<file path="src/rtl/uart_tx_word.sv">
// Word-oriented UART transmitter running on the bit clock: one accepted word is
// sent as NUM_BYTES consecutive frames with optional parity and inter-byte gaps.
module uart_tx_word #(
  parameter int NUM_BYTES      = 2,
  parameter int DATA_BITS      = 8,
  parameter int PARITY         = 0,
  parameter int STOP_BITS      = 1,
  parameter int GAP_BITS       = 2,
  parameter int MSB_BYTE_FIRST = 1
) (
  input  logic                            clk_115200hz,
  input  logic                            reset,
  input  logic [NUM_BYTES*DATA_BITS-1:0]  data_in,
  input  logic                            valid,
  output logic                            ready,
  output logic                            tx,
  output logic                            busy,
  output logic                            done
);

  localparam int W       = NUM_BYTES * DATA_BITS;
  localparam int BIT_A   = (DATA_BITS > GAP_BITS) ? DATA_BITS : GAP_BITS;
  localparam int BIT_MAX = (BIT_A > 2) ? BIT_A : 2;
  localparam int BIT_W   = $clog2(BIT_MAX + 1);
  localparam int BYTE_W  = $clog2(NUM_BYTES + 1);

  localparam logic [BIT_W-1:0]  DATA_LAST = BIT_W'(DATA_BITS - 1);
  localparam logic [BIT_W-1:0]  STOP_LAST = BIT_W'(STOP_BITS - 1);
  localparam logic [BIT_W-1:0]  GAP_LAST  = BIT_W'((GAP_BITS > 0) ? GAP_BITS - 1 : 0);
  localparam logic [BYTE_W-1:0] BYTE_LAST = BYTE_W'(NUM_BYTES - 1);
  localparam logic              ODD       = 1'(PARITY == 2);

  if (NUM_BYTES < 1) begin : g_bad_num_bytes
    $error("uart_tx_word: NUM_BYTES must be >= 1");
  end
  if (DATA_BITS < 5 || DATA_BITS > 9) begin : g_bad_data_bits
    $error("uart_tx_word: DATA_BITS must be 5..9");
  end
  if (PARITY < 0 || PARITY > 2) begin : g_bad_parity
    $error("uart_tx_word: PARITY must be 0, 1 or 2");
  end
  if (STOP_BITS < 1 || STOP_BITS > 2) begin : g_bad_stop_bits
    $error("uart_tx_word: STOP_BITS must be 1 or 2");
  end
  if (GAP_BITS < 0) begin : g_bad_gap_bits
    $error("uart_tx_word: GAP_BITS must be >= 0");
  end
  if (MSB_BYTE_FIRST < 0 || MSB_BYTE_FIRST > 1) begin : g_bad_byte_order
    $error("uart_tx_word: MSB_BYTE_FIRST must be 0 or 1");
  end

  typedef enum logic [2:0] {
    S_IDLE, S_START, S_DATA, S_PARITY, S_STOP, S_GAP
  } state_t;

  // state is kept as a named signal so checkers can bind to it hierarchically
  state_t              state, state_n;
  logic [BIT_W-1:0]    bit_cnt, bit_cnt_n;
  logic [BYTE_W-1:0]   byte_cnt, byte_cnt_n;
  logic [W-1:0]        shreg, shreg_n, load_word;
  logic                par, par_n;
  logic                tx_n, ready_n, busy_n, done_n;

  // Reorder so the first byte on the line sits at the bottom; the whole word
  // then simply shifts right one bit per data cycle.
  always_comb begin
    load_word = data_in;
    if (MSB_BYTE_FIRST != 0) begin
      for (int i = 0; i < NUM_BYTES; i++) begin
        load_word[i*DATA_BITS +: DATA_BITS] = data_in[W-1-i*DATA_BITS -: DATA_BITS];
      end
    end
  end

  // tx is registered, so each branch sets the line value for the state entered
  always_comb begin
    state_n    = state;
    bit_cnt_n  = bit_cnt;
    byte_cnt_n = byte_cnt;
    shreg_n    = shreg;
    par_n      = par;
    tx_n       = tx;
    ready_n    = ready;
    busy_n     = busy;
    done_n     = 1'b0;
    unique case (state)
      S_IDLE: begin
        tx_n    = 1'b1;
        ready_n = 1'b1;
        busy_n  = 1'b0;
        if (valid) begin
          state_n    = S_START;
          tx_n       = 1'b0;
          ready_n    = 1'b0;
          busy_n     = 1'b1;
          shreg_n    = load_word;
          bit_cnt_n  = '0;
          byte_cnt_n = '0;
        end
      end
      S_START: begin
        state_n   = S_DATA;
        bit_cnt_n = '0;
        tx_n      = shreg[0];
        par_n     = shreg[0];
        shreg_n   = shreg >> 1;
      end
      S_DATA: begin
        if (bit_cnt == DATA_LAST) begin
          bit_cnt_n = '0;
          if (PARITY != 0) begin
            state_n = S_PARITY;
            tx_n    = par ^ ODD;
          end else begin
            state_n = S_STOP;
            tx_n    = 1'b1;
          end
        end else begin
          bit_cnt_n = bit_cnt + 1'b1;
          tx_n      = shreg[0];
          par_n     = par ^ shreg[0];
          shreg_n   = shreg >> 1;
        end
      end
      S_PARITY: begin
        state_n   = S_STOP;
        bit_cnt_n = '0;
        tx_n      = 1'b1;
      end
      S_STOP: begin
        tx_n = 1'b1;
        if (bit_cnt == STOP_LAST) begin
          bit_cnt_n = '0;
          if (byte_cnt == BYTE_LAST) begin
            state_n    = S_IDLE;
            byte_cnt_n = '0;
            ready_n    = 1'b1;
            busy_n     = 1'b0;
            done_n     = 1'b1;
          end else begin
            byte_cnt_n = byte_cnt + 1'b1;
            if (GAP_BITS > 0) begin
              state_n = S_GAP;
            end else begin
              state_n = S_START;
              tx_n    = 1'b0;
            end
          end
        end else begin
          bit_cnt_n = bit_cnt + 1'b1;
        end
      end
      S_GAP: begin
        tx_n = 1'b1;
        if (bit_cnt == GAP_LAST) begin
          state_n   = S_START;
          bit_cnt_n = '0;
          tx_n      = 1'b0;
        end else begin
          bit_cnt_n = bit_cnt + 1'b1;
        end
      end
      default: begin
        state_n = S_IDLE;
        tx_n    = 1'b1;
      end
    endcase
  end

  always_ff @(posedge clk_115200hz or posedge reset) begin
    if (reset) begin
      state    <= S_IDLE;
      bit_cnt  <= '0;
      byte_cnt <= '0;
      shreg    <= '0;
      par      <= 1'b0;
      tx       <= 1'b1;
      ready    <= 1'b1;
      busy     <= 1'b0;
      done     <= 1'b0;
    end else begin
      state    <= state_n;
      bit_cnt  <= bit_cnt_n;
      byte_cnt <= byte_cnt_n;
      shreg    <= shreg_n;
      par      <= par_n;
      tx       <= tx_n;
      ready    <= ready_n;
      busy     <= busy_n;
      done     <= done_n;
    end
  end

endmodule

</file>
<file path="config.mk">
export PLATFORM = sky130hd
export DESIGN_NAME = uart_tx_word
export DESIGN_NICKNAME = d
export VERILOG_FILES = /design/src/rtl/uart_tx_word.sv
export SDC_FILE = /design/constraint.sdc
export NUM_CORES = 1
export LEC_CHECK = 0
export CELL_PAD_IN_SITES_DETAIL_PLACEMENT = 1
export CELL_PAD_IN_SITES_GLOBAL_PLACEMENT = 1
export CORE_AREA = 2 2 66 61
export CTS_CLUSTER_SIZE = 30
export DETAILED_ROUTE_END_ITERATION = 10
export DIE_AREA = 0 0 68 63
export PLACE_DENSITY_LB_ADDON = 0.1
export SYNTH_ARGS = -nofsm -noshare
export SYNTH_HDL_FRONTEND = slang
export SYNTH_SLANG_ARGS = --single-unit
</file>
<file path="constraint.sdc">
create_clock -name clk_115200hz -period 2.7 [get_ports clk_115200hz]
set_input_delay 0.54 -clock clk_115200hz [delete_from_list [all_inputs] [get_ports clk_115200hz]]
set_output_delay 0.54 -clock clk_115200hz [all_outputs]
set_load 0.01 [all_outputs]
</file>
==> results of run 1 <==
==> registers in the layout, summed over array words and instances (netlist names) <==
signal and count:
done 1, byte_cnt 2, ready 1, state 3
busy 1, bit_cnt 4, tx 1, shreg 16
==> worst reg2reg max path, cell delays in order, from the launching register on <==
cell and delay [ns]:
dfrtp_1 0.54, nor2b_1 0.25, o21a_1 0.38, buf_4 0.28
mux2_4 0.32, mux2_2 0.27
==> metrics by stage <==
stage	area, µm²	power, µW	hold WS [ns]	std cells
CTS	1940	1140	0.485	210
floorplan	1590	679	0.474	136
finish	1940	1120	0.479	210
global placement	1840	731	0.462	202
detailed placement	1840	743	0.472	202
global route	1940	1190	0.504	210
==> how the worst max path moves through the flow <==
stage             start        end  slack [ns]  depth (start not counted)
2_1_floorplan  state[1]  shreg[11]        0.91                          5
3_5_place_dp   state[1]  shreg[13]        0.57                          5
5_1_grt        state[1]   shreg[4]        0.40                          5
4_1_cts        state[1]   shreg[4]        0.53                          5
3_3_place_gp   state[1]  shreg[13]        0.65                          5
6_report       state[1]   shreg[4]        0.54                          5
==> cell type report <==
| cell class | instances | area, µm² | area share [%] |
|---|---|---|---|
| tap | 46 | 57.6 | 2.96 |
| multi-input combinational | 92 | 772 | 39.7 |
| inverter | 9 | 33.8 | 1.74 |
| sequential | 29 | 728 | 37.5 |
| clock buffer | 7 | 96.3 | 4.96 |
| timing repair buffer | 26 | 250 | 12.9 |
| clock inverter | 1 | 5.00 | 0.258 |
==> cells by family after synthesis <==
family,after synthesis
multiplexers,31
AO/OA/AOI/OAI,29
AND/OR/NAND/NOR,29
flip-flops,29
buffers and inverters,15
adder cells (fa/ha/maj),3
==> power by group through the flow <==
stage	Sequential [µW]	Clock [µW]	Combinational [µW]
after floorplan	506	0	173
after global placement	512	0	219
after detailed placement	516	0	228
after CTS	508	403	230
after global routing	514	427	249
final	507	391	225
==> layout by cell type, fill, tap and decap left out, drive strengths merged, types with 3 or more instances in the layout <==
master          n
mux2           29
dfrtp          27
clkdlybuf4s50  22
inv             9
o21ai           9
a21oi           8
clkbuf          7
nor2b           5
nor2            4
buf             4
nor3            3
nand3           3
nand2           3
ha              3
==> layer usage <==
metal,GRT usage [%],part of all wire [%],vias up
li1,-,-,534
met1,21.1,45,562
met2,28.8,50,21
met3,6.13,4.4,4
met4,4.50,1.2,0
met5,0,0,-
==> flow_metrics.py, run 1 <==
metrics = {
    "setup_path": {
        "critPathCaptureType": "flip-flop",
        "r2r-end": "shreg[4]",
        "slowest_delay_ns": 0.54,
        "cp-start-kind": "flip-flop",
        "crit_slowest_cell": "dfrtp_1",
        "required_ns": 2.86,
        "crit_type": "flip-flop to flip-flop",
        "path_cells": "nor2b_1, o21a_1, buf_4, mux2_4, mux2_2",
        "cp.arrival_ns": 2.31,
        "rrSetupSlack_ns": 0.54,
        "cp_max_fo": 11,
        "worst-path-buf-inv": 1,
        "cpLargestDelayFamily": "multiplexers",
        "r2r_cells": 5,
        "reg2reg_from": "state[1]",
    },
    "logic_synthesis": {
        "synthXorXnorAreaFrac_pct": 0,
        "async_flop_share_pct": 100,
        "yosysMostFrequentCell": "dfrtp_1",
        "yosys_register_bits": 29,
        "synth_top_family_by_area": "multiplexers",
        "synth_edf_count": 0,
        "synth_top_area_share_pct": 42.5,
        "yosys_warnings": 0,
        "synth_fa_ha_area_share_pct": 2.36,
        "synth_area_um2": 1590,
        "ys_seq_area_share_pct": 45.8,
        "yosys-top-cells-count": "dfrtp_1 (27), mux2_2 (21), inv_1 (9)",
        "syn-num-nets": 158,
        "synth_cell_types": 36,
        "synthMuxAreaShare_pct": 23.7,
        "synth-simple-area-share_pct": 10.9,
        "yosys.area.top_type": "dfrtp_1",
        "ys.flop_type": "dfrtp_1",
        "synth_area_leaders": "dfrtp_1 (42%), mux2_2 (15%), mux2_4 (7.5%)",
        "synth.avg_cell_area_um2": 11.7,
        "netlist_instances": 136,
        "synth_compound_area_share_pct": 11.6,
    },
    "floorplanning": {
        "die_y_um": 63,
        "die-area_um2": 4280,
        "core-area_um2": 3630,
        "rows": 21,
        "dieWidth_um": 68,
        "io_pins": 23,
        "initial_core_util_pct": 43.9,
    },
    "clock_network": {
        "clk_pin_slew_ns": 0.06,
        "cts_sinks": 29,
        "root_buffer": "clkbuf_8",
        "clockBufferDepth": 2,
        "htree_num_levels": 2,
        "postCtsSetupBuffers": 0,
        "clkLatencyLatePin_ns": 0.27,
        "cts-resized-gates": 0,
        "cts.hold.buffers_added": 0,
        "cts_tree": "built",
        "cts-buffers-inserted": 5,
    },
    "timing": {
        "rsz0062_at_grt": "false",
        "setup_viol": 0,
        "finalWorstSetupSlack_ns": 0.544,
        "slew-limit-headroom_pct": 73.2,
        "maxSlewViolCount": 0,
        "finalCritPeriodShare_pct": 79.9,
        "finalCriticalPeriod_ns": 2.16,
        "clock_skew_ns": 0.00327,
        "hold_viol": 0,
        "tightest_slew_ns": 0.402,
        "finalSetupTns_ns": 0,
        "max_freq_mhz": 464,
    },
    "global_route": {
        "grt_usage_pct": 17.4,
        "grt_pass1_wl_um": 5570,
        "grt_overflow": 0,
        "grt_pass1_vias": 1221,
        "grt_max_degree": 30,
        "antenna_found_initial": 0,
    },
    "power_and_ir_drop": {
        "power.leakage_uw": 0.000850,
        "ir_drop_mv": 0.338,
        "power_frac_seq_pct": 45.1,
        "pwr_density_cell_nw_per_um2": 578,
        "power_frac_comb_pct": 20.0,
        "internal_power_uw": 848,
        "switchingPower_uw": 276,
        "pwr-share-clk_pct": 34.8,
        "switching_share_pct": 24.5,
    },
    "route": {
        "wl_um": 3220,
        "ant_nets": 0,
        "vias": 1121,
        "drc_errors": 0,
        "wl_per_cell_um": 15.3,
        "drt_pass1_iterations": 4,
        "viasPerCell": 5.34,
        "drt_iter0_markers": 97,
    },
    "place": {
        "io_buffers": 22,
        "place_congestion": 0.771,
        "hpwl_um": 2360,
        "preCtsSetupSlack_ns": 0.567,
    },
    "finish": {
        "drive_gt1_share_pct": 29.9,
        "syn_to_final_growth_pct": 22.1,
        "final_nets": 185,
        "final_core_util_pct": 53.6,
        "nFillCells": 376,
        "diodes": 0,
    },
    "worst_hold_path": {
        "holdPathStages": 2,
        "min-delay-start": "ready",
        "hold_class": "flip-flop to flip-flop",
        "min_to": "ready",
    },
    "flow_run": {
        "drv_cap": 0,
    },
    "status": {
        "outcome": "complete, no violations",
    },
}
(Power assumes the default switching activity.)
==> run 2: changes to the inputs <==
--- a/config.mk
+++ b/config.mk
@@ -7,10 +7,10 @@
 export LEC_CHECK = 0
 export CELL_PAD_IN_SITES_DETAIL_PLACEMENT = 1
 export CELL_PAD_IN_SITES_GLOBAL_PLACEMENT = 1
-export CORE_AREA = 2 2 66 61
+export CORE_AREA = 2 2 72 67
 export CTS_CLUSTER_SIZE = 30
 export DETAILED_ROUTE_END_ITERATION = 10
-export DIE_AREA = 0 0 68 63
+export DIE_AREA = 0 0 74 69
 export PLACE_DENSITY_LB_ADDON = 0.1
 export SYNTH_ARGS = -nofsm -noshare
 export SYNTH_HDL_FRONTEND = slang
==> constraint.sdc (replaced) <==
create_clock -name clk_115200hz -period 1.9 [get_ports clk_115200hz]
set_input_delay 0.38 -clock clk_115200hz [delete_from_list [all_inputs] [get_ports clk_115200hz]]
set_output_delay 0.38 -clock clk_115200hz [all_outputs]
set_load 0.01 [all_outputs]
==> flow_metrics.py, run 2 (synthesis gave the netlist of run 1 again) <==
metrics = {
    "finish": {
        "nFillCells": 482,
        "diodes": 0,
        "final_cell_count_no_fill": 230,
        "syn_to_final_growth_pct": 27.4,
        "regMostFlops": "shreg",
        "reg_top3": "shreg x16, bit_cnt x4, state x3",
        "regArea_um2": 729,
        "final_common_cell": "dfrtp_1",
        "final_cell_mix": "dfrtp_1 (26), clkdlybuf4s50_1 (22), mux2_2 (21)",
        "largest_reg_flops": 16,
        "final_nets": 189,
        "multi_input_area_um2": 779,
        "drive_gt1_share_pct": 33.9,
    },
    "place": {
        "placed_cells": 222,
        "place_congestion": 0.765,
        "hpwl_um": 2400,
        "preCtsSetupSlack_ns": 0.0448,
        "io_buffers": 22,
    },
    "global_route": {
        "grt_overflow": 0,
        "grt_usage_pct": 14.7,
        "grt_pass1_vias": 1204,
        "grt_max_degree": 30,
        "grt_pass1_wl_um": 5730,
        "antenna_found_initial": 0,
    },
    "setup_path": {
        "critPathCaptureType": "flip-flop",
        "rrSetupSlack_ns": 0.11,
        "cp_max_fo": 16,
        "cp.arrival_ns": 1.95,
        "required_ns": 2.06,
        "cp-start-kind": "flip-flop",
        "crit_type": "flip-flop to flip-flop",
    },
    "route": {
        "wl_met1_um": 1530,
        "wl_per_cell_um": 14.1,
        "route.top_layer_used": "met4",
        "met2_length_um": 1510,
        "viasPerCell": 4.95,
        "ant_nets": 0,
        "drt_pass1_iterations": 4,
        "vias": 1138,
        "wl_met3_um": 140,
        "drt_iter0_markers": 50,
        "drc_errors": 0,
        "wl_um": 3240,
    },
    "status": {
        "outcome": "complete, no violations",
    },
    "clock_network": {
        "cts_tree": "built",
        "htree_num_levels": 2,
        "cts-resized-gates": 0,
        "cts_sinks": 29,
        "clockBufferDepth": 2,
        "clk_pin_slew_ns": 0.06,
        "clkLatencyLatePin_ns": 0.28,
        "postCtsSetupBuffers": 0,
        "cts.hold.buffers_added": 0,
        "root_buffer": "clkbuf_8",
        "cts-buffers-inserted": 5,
    },
    "floorplanning": {
        "core-area_um2": 4350,
        "initial_core_util_pct": 36.6,
        "rows": 23,
        "die_y_um": 69,
        "die-area_um2": 5110,
        "io_pins": 23,
        "dieWidth_um": 74,
    },
    "flow_run": {
        "drv_cap": 0,
    },
    "power_and_ir_drop": {
        "pwr_density_cell_nw_per_um2": 799,
        "power.leakage_uw": 0.000884,
        "pwr-share-clk_pct": 34.4,
        "ir_drop_mv": 0.333,
        "internal_power_uw": 1220,
        "switchingPower_uw": 395,
        "switching_share_pct": 24.4,
        "power_frac_comb_pct": 21.3,
        "power_frac_seq_pct": 44.3,
    },
    "timing": {
        "finalWorstSetupSlack_ns": 0.109,
        "clock_skew_ns": 0.00301,
        "finalCritPeriodShare_pct": 94.3,
        "tightest_slew_ns": 0.425,
        "max_freq_mhz": 558,
        "hold_slack_ns": 0.477,
        "rsz0062_at_grt": "false",
        "setup_viol": 0,
        "finalSetupTns_ns": 0,
        "hold_viol": 0,
        "maxSlewViolCount": 0,
        "finalCriticalPeriod_ns": 1.79,
        "slew-limit-headroom_pct": 71.7,
    },
    "worst_hold_path": {
        "hold_class": "input port to async pin",
    },
}
==> run 2: layout make-up <==
type                    count  share of cell area [%]
flip-flops and latches     29                    36.0
clock buffers               7                    4.75
clock inverters             1                   0.247
repair buffers             30                    15.1
inverters                   9                    1.67
multi-input cells          92                    38.5
well taps                  62                    3.83
==> run 2: worst max-delay path, cell delays in order (launching register included) <==
cell and delay [ns]:
dfrtp_1 0.49, nor2b_4 0.23, o21a_1 0.18, buf_12 0.17, mux2_2 0.33, mux2_2 0.26
==> run 2: power by group through the flow <==
stage | Clock (µW) | Sequential [µW] | Combinational [µW]
floorplan | 0 | 719 | 246
global placement | 0 | 724 | 339
detailed placement | 0 | 728 | 349
CTS | 583 | 717 | 349
global route | 614 | 725 | 379
finish | 557 | 717 | 345
==> run 2: per-layer routing <==
| layer | GRT usage [%] | up-vias |
|---|---|---|
| met3 | 5.70 | 5 |
| li1 | - | 547 |
| met1 | 19.4 | 568 |
| met5 | 0 | - |
| met4 | 5.45 | 0 |
| met2 | 21.5 | 18 |
==> run 2: final timing paths <==
path	startpoint	end	cells after the start
setup / recovery	state[0]	shreg[10]	5
hold / removal	reset	shreg[2]	3
setup reg to reg	state[0]	shreg[10]	5
hold reg to reg	ready	ready	2
max in group asynchronous	reset	tx	3
min in group clk_115200hz	ready	ready	2
==> run 2: stage by stage <==
stage	power (µW)	instance area, µm²	utilization, %
finish	1620	2030	46.6
detailed placement	1080	1920	44.1
CTS	1650	2020	46.4
global route	1720	2030	46.6
global placement	1060	1920	44.1
floorplan	965	1590	-
